==> config.mk <==
export PLATFORM = sky130hd
export DESIGN_NAME = iotdf_ctrl
export DESIGN_NICKNAME = d
export VERILOG_FILES = /design/src/rtl/iotdf_pkg.sv /design/src/rtl/iotdf_cnt.sv /design/src/rtl/iotdf_ctrl.sv
export SDC_FILE = /design/constraint.sdc
export NUM_CORES = 1
export LEC_CHECK = 0
export CAP_MARGIN = 20
export CORE_MARGIN = 4
export CORE_UTILIZATION = 40
export DETAILED_ROUTE_END_ITERATION = 12
export GPL_TIMING_DRIVEN = 0
export MAX_ROUTING_LAYER = met4
export PLACE_DENSITY = 0.71
export SYNTH_ARGS = -nofsm -noshare
export SYNTH_HDL_FRONTEND = slang
export SYNTH_SLANG_ARGS = --single-unit
==> constraint.sdc <==
create_clock -name clk -period 3.7 [get_ports clk]
set_input_delay 0.925 -clock clk [delete_from_list [all_inputs] [get_ports clk]]
set_output_delay 0.925 -clock clk [all_outputs]
set_load 0.01 [all_outputs]
==> src/rtl/iotdf_pkg.sv <==
// Shared definitions for the IOTDF control block: function codes, FSM states, sizing defaults.
package iotdf_pkg;

    localparam int unsigned BytesPerWordDef  = 16;
    localparam int unsigned WordsPerRoundDef = 8;

    typedef enum logic [2:0] {
        FnNone = 3'd0,
        FnRnd1 = 3'd1,
        FnRnd2 = 3'd2,
        FnRnd3 = 3'd3,
        FnWrd4 = 3'd4,
        FnWrd5 = 3'd5,
        FnPk6  = 3'd6,
        FnPk7  = 3'd7
    } fn_e;

    typedef enum logic [1:0] {
        StIdle = 2'd0,
        StRecv = 2'd1,
        StProc = 2'd2,
        StOut  = 2'd3
    } state_e;

    // Per-word functions report after every matching word instead of once per round.
    function automatic logic fn_per_word(input logic [2:0] fn);
        return (fn == FnWrd4) || (fn == FnWrd5);
    endfunction

    function automatic logic fn_peak(input logic [2:0] fn);
        return (fn == FnPk6) || (fn == FnPk7);
    endfunction

endpackage

==> src/rtl/iotdf_cnt.sv <==
// Byte-within-word and word-within-round counters, both wrapping.
module iotdf_cnt
    import iotdf_pkg::*;
#(
    parameter int unsigned BYTES_PER_WORD  = BytesPerWordDef,
    parameter int unsigned WORDS_PER_ROUND = WordsPerRoundDef,
    localparam int unsigned BW = $clog2(BYTES_PER_WORD),
    localparam int unsigned WW = $clog2(WORDS_PER_ROUND)
) (
    input  logic          clk,
    input  logic          rst,
    input  logic          byte_inc,
    input  logic          word_inc,
    output logic [BW-1:0] byte_cnt,
    output logic [WW-1:0] word_cnt,
    output logic          byte_last,
    output logic          word_last
);

    logic [BW-1:0] byte_cnt_q, byte_cnt_d;
    logic [WW-1:0] word_cnt_q, word_cnt_d;

    assign byte_last = (byte_cnt_q == BW'(BYTES_PER_WORD - 1));
    assign word_last = (word_cnt_q == WW'(WORDS_PER_ROUND - 1));

    always_comb begin
        byte_cnt_d = byte_cnt_q;
        word_cnt_d = word_cnt_q;
        if (byte_inc) begin
            byte_cnt_d = byte_last ? '0 : byte_cnt_q + BW'(1);
        end
        if (word_inc) begin
            word_cnt_d = word_last ? '0 : word_cnt_q + WW'(1);
        end
    end

    always_ff @(posedge clk or negedge rst) begin
        if (!rst) begin
            byte_cnt_q <= '0;
            word_cnt_q <= '0;
        end else begin
            byte_cnt_q <= byte_cnt_d;
            word_cnt_q <= word_cnt_d;
        end
    end

    assign byte_cnt = byte_cnt_q;
    assign word_cnt = word_cnt_q;

endmodule

==> src/rtl/iotdf_ctrl.sv <==
// Control FSM sequencing byte intake, per-word processing and result output for the IOTDF
// datapath; holds no data, only counters, the latched function and the first-round flag.
module iotdf_ctrl
    import iotdf_pkg::*;
#(
    parameter int unsigned BYTES_PER_WORD  = BytesPerWordDef,
    parameter int unsigned WORDS_PER_ROUND = WordsPerRoundDef,
    localparam int unsigned BW = $clog2(BYTES_PER_WORD),
    localparam int unsigned WW = $clog2(WORDS_PER_ROUND)
) (
    input  logic          clk,
    input  logic          rst,
    input  logic          in_en,
    input  logic [2:0]    fn_sel,
    input  logic          dp_match,
    input  logic          dp_peak,
    output logic          byte_we,
    output logic [BW-1:0] byte_cnt,
    output logic [WW-1:0] word_cnt,
    output logic          acc_load,
    output logic          dp_en,
    output logic [2:0]    fn_q,
    output logic          busy,
    output logic          valid
);

    state_e     state_q, state_d;
    logic [2:0] fn_lat_q, fn_lat_d;
    logic       first_q, first_d;
    logic       busy_q, busy_d;
    logic       accept;
    logic       byte_last, word_last;

    // A byte is taken only while idle with a real function code, or mid-word.
    assign accept = in_en &&
                    (((state_q == StIdle) && (fn_sel != 3'd0)) || (state_q == StRecv));

    iotdf_cnt #(
        .BYTES_PER_WORD  (BYTES_PER_WORD),
        .WORDS_PER_ROUND (WORDS_PER_ROUND)
    ) u_cnt (
        .clk       (clk),
        .rst       (rst),
        .byte_inc  (accept),
        .word_inc  (state_q == StProc),
        .byte_cnt  (byte_cnt),
        .word_cnt  (word_cnt),
        .byte_last (byte_last),
        .word_last (word_last)
    );

    always_ff @(posedge clk or negedge rst) begin
        if (!rst) begin
            state_q  <= StIdle;
            fn_lat_q <= 3'd0;
            first_q  <= 1'b1;
            busy_q   <= 1'b0;
        end else begin
            state_q  <= state_d;
            fn_lat_q <= fn_lat_d;
            first_q  <= first_d;
            busy_q   <= busy_d;
        end
    end

    always_comb begin
        state_d  = state_q;
        fn_lat_d = fn_lat_q;
        first_d  = first_q;
        unique case (state_q)
            StIdle: begin
                if (accept) begin
                    fn_lat_d = fn_sel;
                    state_d  = byte_last ? StProc : StRecv;
                end
            end
            StRecv: begin
                if (accept && byte_last) begin
                    state_d = StProc;
                end
            end
            StProc: begin
                if (word_last) begin
                    first_d = 1'b0;
                end
                if (fn_per_word(fn_lat_q)) begin
                    state_d = dp_match ? StOut : StRecv;
                end else if (!word_last) begin
                    state_d = StRecv;
                end else if (fn_peak(fn_lat_q) && !dp_peak && !first_q) begin
                    state_d = StIdle;
                end else begin
                    state_d = StOut;
                end
            end
            StOut: begin
                // word_cnt has already advanced, so zero means the round just closed.
                state_d = (word_cnt == '0) ? StIdle : StRecv;
            end
            default: state_d = StIdle;
        endcase
        busy_d = (state_d == StProc) || (state_d == StOut);
    end

    always_comb begin
        byte_we  = accept;
        dp_en    = (state_q == StProc);
        acc_load = (state_q == StProc) && (word_cnt == '0);
        valid    = (state_q == StOut);
    end

    assign busy = busy_q;
    assign fn_q = fn_lat_q;

endmodule

==> flow_summary.ini <==
[power]
power-per-cell-area_nw_per_um2 = 693
ir_drop_mv = 0.324
p_leak_uw = 0.000401
total_power_uw = 667

[worst_setup_path]
worstSetupStartpointType = input pin
crit_buf_inv = 2
cp-end-kind = primary output
arrival_ns = 2.42
cp_top_family = buffers and inverters
r2r_slack_ns = 2.23
cp.required_ns = 2.77
crit_slowest_cell = clkdlybuf4s50_1
path_common_cell = clkdlybuf4s50_1
critPathKind = input pin to primary output
slowest_delay_ns = 0.49
crit_chain = clkdlybuf4s50_1 -> nor4_4 -> nor2_2 -> clkdlybuf4s50_1
cp_max_fo = 4

[floorplanning]
io_pins = 23
row_count = 14
core_um2 = 1580
die_h_um = 49.7
start_util = 0.441
design.die.area_um2 = 2470
die_w_um = 49.7

[final_layout]
nets = 101
seq_area_um2 = 327
stdcell_count = 104
diodes = 0
layout_common_cells = 22 x clkdlybuf4s50_1, 12 x dfrtp_1, 5 x nand3_1, 5 x o21ai_0
drive_above_1_share = 0.125
final_common_cell = clkdlybuf4s50_1
fillCellCount = 137
multi_input_area_um2 = 358
areaGrowthSynthToFinish_pct = 38.3

[sta]
slew_headroom = 0.619
setup_viol = 0
timing.setup.tns_ns = 0
fin_crit_sh = 0.905
rsz0062_at_grt = no
slew_viol_final = 0
period_needed_ns = 3.35
fmax_mhz = 299
worst_pin_slew_ns = 0.569
setup_slack_ns = 0.352
fin_skew_ns = 0.00506
final-hold-violation-count = 0

[global_route]
grt_pass1_vias = 565
grt_max_degree = 14
grt_pass1_wl_um = 2560
grt_use_total = 0.138
overflow = 0
antenna_found_initial = 0

[detailed_routing]
first_iter_violations = 12
ant_nets = 0
post_drt_wl_per_cell_um = 14.1
drc = 0
via_per_inst = 5.43
dr_total_vias = 565
routed_wl_um = 1470
drtPass1Iterations = 4

[yosys]
ys_types = 30
syn_area_um2 = 696
yosys.area.top_type = dfrtp_1
yosysSeqAreaShare = 0.469
synth_cells = 62
netlist_top_cells_area = dfrtp_1 43%, ha_1 7.2%, mux2_1 4.9%
synth_warnings = 0
yosysTopAreaCellShare = 0.432
post_synth.cell_area_avg_um2 = 11.2
ys_seq_elements = 13
syn_nets = 74

[cts]
cts-resized-gates = 0
ctsHoldBuffers = 0
cts.clk_slew.worst_paths_ns = 0.08
cts_setup_buffers = 0
cts_tree = built
cts.sinks = 13
cts_root_buffer = clkbuf_4
clk_latency_ns = 0.27
max-clock-path-buffers = 2
cts_inserted_buffers = 3
cts-htree-levels = 1

[placement]
dpl.cell_count = 100
port_buffers = 22
dp_slack_ns = 0.357
hpwl_um = 1120
gp_congestion = 0.755

[status]
status = finished clean

[hold_path]
holdCritPathClass = register to register

[run]
max-cap-violations = 0
## synth_stat cells (all sizes together)
cell	n
nand3	6
o22a	1
or4	1
and2	1
nor4	1
inv	3
nand2b	2
dfstp	1
and3	1
a21o	1
a41oi	1
nand3b	3
a21boi	2
nor2b	1
dfrtp	12
xnor2	1
nand2	4
o21ai	5
nor3	2
nor3b	1
ha	4
a31oi	1
o31ai	1
or3	1
nor2	1
mux2	4
## metrics by stage
| step | cell area (um2) | util | hold slack, ns |
|---|---|---|---|
| finish | 962 | 0.610 | 0.489 |
| global route | 962 | 0.610 | 0.518 |
| CTS | 962 | 0.610 | 0.497 |
| detailed placement | 936 | 0.594 | 0.479 |
| global placement | 936 | 0.594 | 0.477 |
| floorplan | 696 | - | 0.469 |
## cell type report
cell class / count / area share
Tap cell: 16 / 0.0208
Multi-Input combinational cell: 46 / 0.372
Sequential cell: 13 / 0.339
Clock buffer: 4 / 0.0273
Timing Repair Buffer: 22 / 0.229
Inverter: 3 / 0.0117
## final timing paths
path | to | depth (start not counted) | from
worst min register to register | fn_q[0] | 1 | fn_q[0]
worst min-delay path | fn_q[0] | 1 | fn_q[0]
max in group asynchronous | first_q | 1 | rst
worst max-delay path | byte_we | 4 | fn_sel[2]
worst max register to register | fn_q[0] | 3 | register
min in group asynchronous | u_cnt.word_cnt[0] | 1 | rst
## kinds of logic after synthesis
family / share of synthesized area
muxes: 0.0701
and+or+nand+nor: 0.246
AOI/OAI and AO/OA: 0.113
DFF: 0.469
buffers and inverters: 0.0162
adders and majority gates: 0.0719
xor gates and xnor gates: 0.0126
## layer usage
layer,share of wire,vias up,wire (um),track usage
met5,0,-,0,-
met4,0.0014,0,2,0.0276
met3,0.048,2,70,0.0482
met2,0.49,18,716,0.205
met1,0.46,265,676,0.183
li1,-,280,-,-
## power by group
| group | internal, uW | leakage, uW | switching (uW) |
|---|---|---|---|
| Sequential | 201 | 0.000157 | 68.8 |
| Clock | 41.8 | 0.0000150 | 46.0 |
| Combinational | 186 | 0.000230 | 123 |
No activity file was read; power rests on OpenSTA's default activity.
